**src/rtl/dev_board_pkg.sv**
```systemverilog
// Shared dev-board definitions: key channel FSM encoding and board timing defaults.
package dev_board_pkg;

   localparam int CLK_FREQ_HZ     = 50_000_000;
   localparam int DEF_DEB_CYCLES  = CLK_FREQ_HZ / 50;  // 20 ms
   localparam int DEF_LONG_CYCLES = CLK_FREQ_HZ;       // 1 s

   typedef enum logic [1:0] {
      KEY_RELEASED   = 2'd0,
      KEY_PRESS_DB   = 2'd1,
      KEY_PRESSED    = 2'd2,
      KEY_RELEASE_DB = 2'd3
   } key_fsm_e;

endpackage

```
**src/rtl/key_debounce_ch.sv**
```systemverilog
// One key channel: 2-FF synchroniser, debounce FSM, hold counter for long-press detection.
module key_debounce_ch
   import dev_board_pkg::*;
#(
   parameter int DEB_CYCLES  = DEF_DEB_CYCLES,
   parameter int LONG_CYCLES = DEF_LONG_CYCLES
) (
   input  logic sys_clk,
   input  logic sys_rst,
   input  logic key_i,
   output logic state_o,
   output logic press_o,
   output logic release_o,
   output logic long_o
);

   localparam int DEB_W  = $clog2(DEB_CYCLES);
   localparam int HOLD_W = $clog2(LONG_CYCLES + 1);
   localparam logic [DEB_W-1:0]  DEB_LAST  = DEB_W'(DEB_CYCLES - 1);
   localparam logic [HOLD_W-1:0] HOLD_LAST = HOLD_W'(LONG_CYCLES - 1);
   localparam logic [HOLD_W-1:0] HOLD_MAX  = HOLD_W'(LONG_CYCLES);

   key_fsm_e          state_q;
   logic [1:0]        sync_q;
   logic [DEB_W-1:0]  deb_q;
   logic [HOLD_W-1:0] hold_q;
   logic              fired_q;
   logic              level_q;
   logic              press_q;
   logic              release_q;
   logic              long_q;
   logic              synced;

   assign synced = sync_q[1];

   // NOTE: all state uses non-blocking assignments so every register samples pre-edge values.
   always_ff @(posedge sys_clk or posedge sys_rst) begin
      if (sys_rst) begin
         // NOTE: synchroniser resets to the released level so a held key re-debounces as a new press.
         sync_q    <= 2'b00;
         state_q   <= KEY_RELEASED;
         deb_q     <= '0;
         hold_q    <= '0;
         fired_q   <= 1'b0;
         level_q   <= 1'b0;
         press_q   <= 1'b0;
         release_q <= 1'b0;
         long_q    <= 1'b0;
      end else begin
         sync_q    <= {sync_q[0], key_i};
         press_q   <= 1'b0;
         release_q <= 1'b0;
         long_q    <= 1'b0;
         case (state_q)
            KEY_RELEASED: begin
               if (synced) begin
                  state_q <= KEY_PRESS_DB;
                  deb_q   <= '0;
               end
            end
            KEY_PRESS_DB: begin
               if (!synced) begin
                  state_q <= KEY_RELEASED;
                  deb_q   <= '0;
               end else if (deb_q == DEB_LAST) begin
                  state_q <= KEY_PRESSED;
                  level_q <= 1'b1;
                  press_q <= 1'b1;
                  hold_q  <= '0;
                  fired_q <= 1'b0;
               end else begin
                  deb_q <= deb_q + DEB_W'(1);
               end
            end
            default: begin
               // Hold timing runs through release debounce so a brief bounce cannot delay key_long.
               if (hold_q != HOLD_MAX) hold_q <= hold_q + HOLD_W'(1);
               if (hold_q == HOLD_LAST && !fired_q) begin
                  long_q  <= 1'b1;
                  fired_q <= 1'b1;
               end
               if (state_q == KEY_PRESSED) begin
                  if (!synced) begin
                     state_q <= KEY_RELEASE_DB;
                     deb_q   <= '0;
                  end
               end else if (synced) begin
                  state_q <= KEY_PRESSED;
                  deb_q   <= '0;
               end else if (deb_q == DEB_LAST) begin
                  state_q   <= KEY_RELEASED;
                  level_q   <= 1'b0;
                  release_q <= 1'b1;
               end else begin
                  deb_q <= deb_q + DEB_W'(1);
               end
            end
         endcase
      end
   end

   assign state_o   = level_q;
   assign press_o   = press_q;
   assign release_o = release_q;
   assign long_o    = long_q;

endmodule

```
**src/rtl/key_scan.sv**
```systemverilog
// Multi-key debounced reader: normalises pin polarity, then one debounce channel per key.
module key_scan
   import dev_board_pkg::*;
#(
   parameter int KEY_NUM        = 4,
   parameter int DEB_CYCLES     = DEF_DEB_CYCLES,
   parameter int LONG_CYCLES    = DEF_LONG_CYCLES,
   parameter int KEY_ACTIVE_LOW = 1
) (
   input  logic               sys_clk,
   input  logic               sys_rst,
   input  logic [KEY_NUM-1:0] key_in,
   output logic [KEY_NUM-1:0] key_state,
   output logic [KEY_NUM-1:0] key_press,
   output logic [KEY_NUM-1:0] key_release,
   output logic [KEY_NUM-1:0] key_long
);

   logic [KEY_NUM-1:0] key_norm;

   assign key_norm = (KEY_ACTIVE_LOW != 0) ? ~key_in : key_in;

   for (genvar i = 0; i < KEY_NUM; i++) begin : g_ch
      key_debounce_ch #(
         .DEB_CYCLES  (DEB_CYCLES),
         .LONG_CYCLES (LONG_CYCLES)
      ) u_ch (
         .sys_clk   (sys_clk),
         .sys_rst   (sys_rst),
         .key_i     (key_norm[i]),
         .state_o   (key_state[i]),
         .press_o   (key_press[i]),
         .release_o (key_release[i]),
         .long_o    (key_long[i])
      );
   end

endmodule

```
**config.mk**
```make
export PLATFORM = sky130hd
export DESIGN_NAME = key_scan
export DESIGN_NICKNAME = d
export VERILOG_FILES = /design/src/rtl/dev_board_pkg.sv /design/src/rtl/key_debounce_ch.sv /design/src/rtl/key_scan.sv
export SDC_FILE = /design/constraint.sdc
export NUM_CORES = 1
export LEC_CHECK = 0
export CAP_MARGIN = 10
export CORE_ASPECT_RATIO = 0.7
export CORE_MARGIN = 1.5
export CORE_UTILIZATION = 31
export DETAILED_ROUTE_END_ITERATION = 16
export MAX_ROUTING_LAYER = met4
export PLACE_DENSITY = 0.43
export SYNTH_ARGS = -nofsm -noshare
export SYNTH_HDL_FRONTEND = slang
export SYNTH_HIERARCHICAL = 1
export SYNTH_SLANG_ARGS = --single-unit
```
**constraint.sdc**
```tcl
create_clock -name sys_clk -period 3.5 [get_ports sys_clk]
set_input_delay 1.05 -clock sys_clk [delete_from_list [all_inputs] [get_ports sys_clk]]
set_output_delay 1.05 -clock sys_clk [all_outputs]
set_load 0.1 [all_outputs]
```
==> results of run 1 <==
[logic make-up after synthesis]
| group | share of synthesized area [%] |
|---|---|
| AND/OR/NAND/NOR | 27.3 |
| flip-flops | 46.2 |
| XOR/XNOR | 4.41 |
| buffers and inverters | 3.18 |
| AO/OA/AOI/OAI | 16.8 |
| multiplexers | 0.892 |
| adder cells (fa/ha/maj) | 1.26 |
[cell type report]
cell class	count	area (sq um)
Timing Repair Buffer	41	370
Inverter	42	158
Clock inverter	9	150
Clock buffer	39	811
Sequential cell	220	5510
Multi-Input combinational cell	967	6040
Fill cell	3792	23900
Tap cell	488	611
[Yosys cell counts, types with 7 or more instances]
cell,number,area (sq um)
nor2b_1,11,68.8
o21ai_0,72,360
or4_1,30,225
or3_1,39,244
o41ai_1,8,70.1
nor3_1,27,135
ha_1,12,150
nor2_1,115,432
o22a_1,7,61.3
a211oi_1,21,158
clkbuf_1,39,146
xnor2_1,51,447
a31oi_1,8,50.1
inv_1,40,150
and3_1,27,169
dfrtp_1,220,5510
nand2_1,88,330
and4_1,14,123
nand4_1,53,332
xor2_1,9,78.8
o31ai_1,32,240
nor4b_1,8,70.1
buf_2,12,60.1
nand3_1,74,370
and2_1,15,93.8
nor4_1,24,150
o211ai_1,10,75.1
a21oi_1,95,475
[routing by layer]
layer | GRT usage, % | vias up
met4 | 3.24 | 0
met3 | 2.34 | 35
met5 | - | -
met2 | 20.6 | 169
met1 | 25.0 | 4791
li1 | - | 4868
[metrics by stage]
step | power (mW) | util (%) | setup WS, ns
after floorplan | 2.75 | - | 1.03
after global placement | 2.83 | 33.8 | 0.628
after detailed placement | 2.83 | 33.8 | 0.660
after CTS | 5.91 | 36.4 | 0.648
after global routing | 6.03 | 36.4 | 0.433
final | 5.77 | 36.4 | 0.648
[worst max-delay path by stage]
stage,start,to,slack (ns),cells past startpoint
finish,g_ch[1].u_ch/deb_q[10],g_ch[1].u_ch/hold_q[10],0.65,6
global route,g_ch[1].u_ch/deb_q[10],g_ch[1].u_ch/hold_q[10],0.43,6
CTS,g_ch[1].u_ch/deb_q[10],g_ch[1].u_ch/hold_q[10],0.65,6
detailed placement,g_ch[1].u_ch/deb_q[10],g_ch[1].u_ch/hold_q[23],0.66,5
global placement,g_ch[1].u_ch/deb_q[11],g_ch[1].u_ch/hold_q[22],0.63,6
floorplan,g_ch[1].u_ch/deb_q[11],g_ch[1].u_ch/hold_q[17],1.03,6
[registers in the layout, summed over array words and instances (netlist names), named ones only]
register	cells
g_ch.u_ch/state_o	4
g_ch.u_ch/deb_q	80
g_ch.u_ch/state_q	4
g_ch.u_ch/release_o	4
g_ch.u_ch/fired_q	4
g_ch.u_ch/hold_q	104
g_ch.u_ch/sync_q	8
g_ch.u_ch/long_o	4
g_ch.u_ch/press_o	4
[power by group through the flow]
stage	logic, mW	clock network, mW	registers, mW
4_1_cts	0.191	3.13	2.59
2_1_floorplan	0.127	0	2.63
6_report	0.183	2.99	2.59
3_3_place_gp	0.190	0	2.64
3_5_place_dp	0.189	0	2.64
5_1_grt	0.212	3.23	2.59
==> summary.md, run 1 <==
| Metric | Value |
|---|---|
| Fin. max-slew vios | `0` |
| Power share of the combinational group | `3.2%` |
| Grt ovf | `0` |
| Hold Path Origin | `g_ch[1].u_ch/sync_q[0]` |
| Area grow syn2layout | `14.4%` |
| DRC viols | `0` |
| Main synth FF type | `dfrtp_1` |
| Reg2reg setup slack | `0.65 ns` |
| Number of synthesized flops with an enable pin | `0` |
| CTS Hold Bufs | `0` |
| Number of global-route vias before repair | `9,263` |
| Vias | `9,863` |
| Worst setup SP type | `register` |
| Clock Pin Slew Worst Setup and Hold Paths | `0.06 ns` |
| Chip width | `237 um` |
| Gates resized, CTS repair | `0` |
| Arr. time, crit path | `3.30 ns` |
| Worst reg2reg endpoint | `g_ch[1].u_ch/hold_q[10]` |
| Final nets | `1,316` |
| Worst-Margin Slew | `1.11 ns` |
| Worst skew pair latency | `0.54 ns` |
| Top sig layer | `met4` |
| Asr flop ratio synth | `100%` |
| Worst path slowest cell | `a41oi_2` |
| WL/cell | `16.6 um` |
| Crit. End Element | `register` |
| CTS Buf Count | `26` |
| Most common cell after layout, fill and taps aside | `dfrtp_1` |
| Sequential share of the synthesized area | `46.2%` |
| Post-Syn Area | `11,900 sq um` |
| Tmin final | `2.85 ns` |
| Iter 0 DRT Violations | `667` |
| Fmax | `351 MHz` |
| NetSw | `1.26 mW` |
| Placed cells | `1,758` |
| Hold Path Class | `reg2reg` |
| Sequential share of power | `44.9%` |
| Sw Ratio | `21.9%` |
| First-pass GRT wire length | `50.6 mm` |
| Cell Count, Final, Fillers Out | `1,806` |
| First drt pass iteration count | `5` |
| Via density | `5.46` |
| Synth Warn # | `6` |
| Routability cong. | `0.793` |
| Setup_tns | `0 ns` |
| WP data required | `3.95 ns` |
| CTS tree | `built` |
| Worst Path Max Fanout | `27` |
| Worst clock skew | `0.0136 ns` |
| Row Count | `59` |
| Cell depth of the worst flop-to-flop path | `6` |
| Post-Layout Inst Area | `13,600 sq um` |
| Ports | `22` |
| Max-cap violation count | `0` |
| Met1 Wirelength | `16.6 mm` |
| Initial antenna violation count | `0` |
| Max VDD drop | `0.309 mV` |
| Endpoints failing setup | `0` |
| Die H | `167 um` |
| Crit Reg-Reg Startpoint | `g_ch[1].u_ch/deb_q[10]` |
| Worst hold endpoint | `g_ch[1].u_ch/sync_q[1]` |
| H-tree depth | `1` |
| Most frequent cells in the layout | `dfrtp_1 (220), nor2_1 (115), a21oi_1 (95), nand2_1 (88), nand3_1 (74)` |
| Slowest stage delay, CP | `0.59 ns` |
| CTS max path bufs | `3` |
| Met2 routed WL | `11.7 mm` |
| #FFs+latches synth | `220` |
| Clock share of power | `51.9%` |
| Largest net degree at the start of global routing | `56` |
| Power per standard cell area | `423 nW/um^2` |
| Fin crit share | `81.5%` |
| Antenna Cells | `0` |
| Met3 WL | `1.09 mm` |
| Cells on Worst Hold Path | `0` |
| Net count after synthesis | `1,302` |
| Core area | `37,500 sq um` |
| Syn Area/Cell | `9.28 sq um` |
| Buffers on Ports | `21` |
| Die footprint | `39,700 sq um` |
| Syn Inst Count | `1,284` |
| CP top delay family | `simple AND/OR/NAND/NOR gates` |
| Synth unique cells | `71` |
| Layout cells sized above 1 | `8.57%` |
| Final HPWL from detailed placement | `19.7 mm` |
| Outcome | `completed` |
| Antenna Nets Post-Route | `0` |
| Cells along the critical path | `or4b_4 -> nor4_4 -> a41oi_2 -> buf_4 -> or3_1 -> a21oi_1` |
| Total GRT Usage | `15.8%` |
| Slew margin rel. | `25.8%` |
| Worst hold slack | `0.348 ns` |
| CP Class | `reg2reg` |
| Buf+Inv Stages, Crit Path | `1` |
| Setup Fix Bufs, Post-CTS | `0` |
| RSZ-0062 raised after global routing | `no` |
| Root buf cell | `clkbuf_16` |
| Final hold vios | `0` |
| Final wirelength | `30.0 mm` |
| DP Area | `12,700 sq um` |
| Leak Pwr | `5.35 nW` |
| # clock sinks | `220` |
| Starting Density | `31.8%` |
| Int Pwr | `4.51 mW` |
(Power assumes the default switching activity.)
==> inputs of run 2 (changes only) <==
- PLACE_DENSITY: 0.43 -> 0.45
- clock period: 3.5 -> 2.3 ns (I/O delays scaled with it)
==> run 2 against run 1 <==
Compared with the run above: the run now ends with setup timing left; sequential power is 52% higher; combinational power rose by 85%; maximum frequency increased by 20%; non-clock buffer count is 138 higher; die area is the same; power increased by 49%; clock power up 44%; highest routed layer unchanged; count of clock-buffer cells in the layout down 2; via count grew 6.1%; first-iteration DRC count rose by 6.0%; critical endpoint is now g_ch[1].u_ch/hold_q[24]; critical path type unchanged; flip-flop and latch count unchanged.
==> summary.md, run 2 (synthesized netlist as in run 1, its figures left out) <==
| Metric | Value |
|---|---|
| Iter 0 DRT Violations | `707 (+6.0%)` |
| Die H | `167 um (unchanged)` |
| Leak Pwr | `6.12 nW (+14%)` |
| Worst Path Max Fanout | `12 (-56%)` |
| Fin crit share | `103% (+22 points)` |
| Clock share of power | `50.1% (-1.8 points)` |
| Clock Pin Slew Worst Setup and Hold Paths | `0.06 ns (about the same)` |
| Arr. time, crit path | `2.85 ns (-0.45 ns)` |
| Worst setup margin | `-0.0787 ns (-0.726 ns)` |
| NetSw | `1.92 mW (+52%)` |
| Endpoints failing setup | `13 (+13)` |
| Fmax | `420 MHz (+20%)` |
| Failing checks | `setup timing` |
| Outcome | `finished, violations left` |
| Worst clock skew | `0.0126 ns (-0.000952 ns)` |
| Die footprint | `39,700 sq um (unchanged)` |
| Final HPWL from detailed placement | `21.5 mm (+8.9%)` |
| Max VDD drop | `0.529 mV (+71%)` |
| Sw Ratio | `22.4% (+0.54 points)` |
| Cell Count, Final, Fillers Out | `1,943 (+7.6%)` |
| Final wirelength | `31.7 mm (+5.7%)` |
| Routability cong. | `0.845 (+6.6%)` |
| Slew margin rel. | `22.6% (-3.3 points)` |
| Max-cap violation count | `0 (unchanged)` |
| Vias | `10,500 (+6.1%)` |
| Power per standard cell area | `573 nW/um^2 (+36%)` |
| CP Class | `reg2reg` |
| First-pass GRT wire length | `52.1 mm (+2.9%)` |
| Fin. max-slew vios | `0 (unchanged)` |
| Via density | `5.39 (-1.4%)` |
| Chip width | `237 um (unchanged)` |
| Largest Register | `g_ch.u_ch/hold_q` |
| Crit. End Element | `register` |
| CTS max path bufs | `3 (unchanged)` |
| Int Pwr | `6.65 mW (+48%)` |
| Area grow syn2layout | `25.5%` |
| Buffers on Ports | `21 (unchanged)` |
| Starting Density | `31.8% (unchanged)` |
| Antenna Cells | `0 (unchanged)` |
| Total power | `8.57 mW (+49%)` |
| Sequential share of power | `45.9% (+1.0 points)` |
| WL/cell | `16.3 um (-1.8%)` |
| First drt pass iteration count | `4 (-1)` |
| Final hold vios | `0 (unchanged)` |
| Placed cells | `1,884 (+7.2%)` |
| Root buf cell | `clkbuf_16` |
| Tmin final | `2.38 ns (-0.474 ns)` |
| Grt ovf | `0 (unchanged)` |
| Power share of the combinational group | `3.9% (+0.7 points)` |
| Largest net degree at the start of global routing | `56 (unchanged)` |
| Hold Path Class | `reg2reg` |
| Antenna Nets Post-Route | `0 (unchanged)` |
| Worst-Margin Slew | `1.16 ns (+0.0465 ns)` |
| Worst skew pair latency | `0.54 ns (about the same)` |
| # clock sinks | `220 (unchanged)` |
| Final nets | `1,455 (+11%)` |
| Largest register FFs | `104 (unchanged)` |
| Setup_tns | `-0.600 ns (-0.600 ns)` |
| Most frequent cells in the layout | `dfrtp_1 (220), buf_4 (153), nor2_1 (115), nand2_1 (87), a21oi_1 (84)` |
| Layout Utilization | `39.9% (+3.5 points)` |
| Initial antenna violation count | `0 (unchanged)` |
| Biggest regs | `g_ch.u_ch/hold_q: 104 flops, g_ch.u_ch/deb_q: 80 flops, g_ch.u_ch/sync_q: 8 flops` |
| Ports | `22 (unchanged)` |
| Layout cells sized above 1 | `19.1% (+11 points)` |
| WP data required | `2.77 ns (-1.18 ns)` |
| Number of global-route vias before repair | `9,625 (+3.9%)` |
| H-tree depth | `1 (unchanged)` |
| DRC viols | `0 (unchanged)` |
| Most common cell after layout, fill and taps aside | `dfrtp_1` |
| CTS Buf Count | `26 (unchanged)` |
| Core area | `37,500 sq um (unchanged)` |
| Total GRT Usage | `16.3% (+0.49 points)` |
| RSZ-0062 raised after global routing | `yes` |
| Row Count | `59 (unchanged)` |
| Worst setup SP type | `register` |
| CTS tree | `built` |
-- run 2: cell count changes in the layout (fill, tap and decap cells not counted), moves of 6 or more --
cell     change
or4_4        +6
a21oi_2     +10
buf_4      +121
or4_1        -6
buf_12       +8
buf_6        +7
a21oi_1     -11
o21ai_0      -6
o21ai_1      +6
-- run 2: final cells by class --
type / count / area [sq um]
fillers: 3727 / 22500
multi-input cells: 968 / 6230
flip-flops and latches: 220 / 5510
repair buffers: 179 / 1570
clock buffers: 37 / 763
well taps: 488 / 611
inverters: 42 / 158
clock inverters: 9 / 120
-- run 2: timing repair --
action | CTS | global route
hold buffers | 0 | 0
buffers inserted | 0 | 9
gates cloned | 0 | 3
pin swaps | 2 | 11
endpoints found under the setup margin | 15 | 64
resized for setup | 4 | 45
-- run 2: per-stage QoR --
step / area, sq um / hold WS (ns) / setup WS, ns
after detailed placement: 13700 / 0.340 / -0.0963
after CTS: 14600 / 0.354 / -0.0817
after global placement: 13700 / 0.336 / -0.0679
after floorplan: 11900 / 0.331 / -0.111
final: 15000 / 0.351 / -0.0787
after global routing: 15000 / 0.364 / -0.169
-- run 2: path summary, 6_finish.rpt --
| check | slack, ns | to | from | cells past startpoint |
|---|---|---|---|---|
| setup reg to reg | -0.08 | g_ch[1].u_ch/hold_q[24] | g_ch[1].u_ch/deb_q[13] | 7 |
| hold / removal | 0.35 | g_ch[0].u_ch/sync_q[1] | g_ch[0].u_ch/sync_q[0] | 0 |
| setup / recovery | -0.08 | g_ch[1].u_ch/hold_q[24] | g_ch[1].u_ch/deb_q[13] | 7 |
| min in group asynchronous | 0.63 | g_ch[3].u_ch/deb_q[15] | sys_rst | 2 |
| hold reg to reg | 0.35 | g_ch[0].u_ch/sync_q[1] | g_ch[0].u_ch/sync_q[0] | 0 |
| max in group asynchronous | 1.22 | g_ch[3].u_ch/deb_q[2] | sys_rst | 3 |
-- run 2: worst max-delay path, stage by stage, from the launching register on --
cell	delay (ns)
dfrtp_1	0.40
or4b_4	0.56
nor4_4	0.35
a41oi_4	0.18
buf_4	0.19
clkbuf_16	0.16
or3_1	0.34
a21oi_1	0.12
-- run 2: layer usage --
metal  up-vias  global-route usage, %  share of wire [%]
li1       5154                      -                  -
met1      5099                   26.1                 55
met2       181                   20.7                 39
met3        31                   2.82                4.2
met4         0                   3.13                1.8
met5         -                      -                  0
-- run 2: power by group through the flow --
stage / sequential (mW) / combinational (mW) / clock, mW
after floorplan: 4.00 / 0.193 / 0
after global placement: 4.00 / 0.344 / 0
after detailed placement: 4.00 / 0.344 / 0
after CTS: 3.93 / 0.344 / 4.48
after global routing: 3.94 / 0.387 / 4.62
final: 3.94 / 0.338 / 4.30
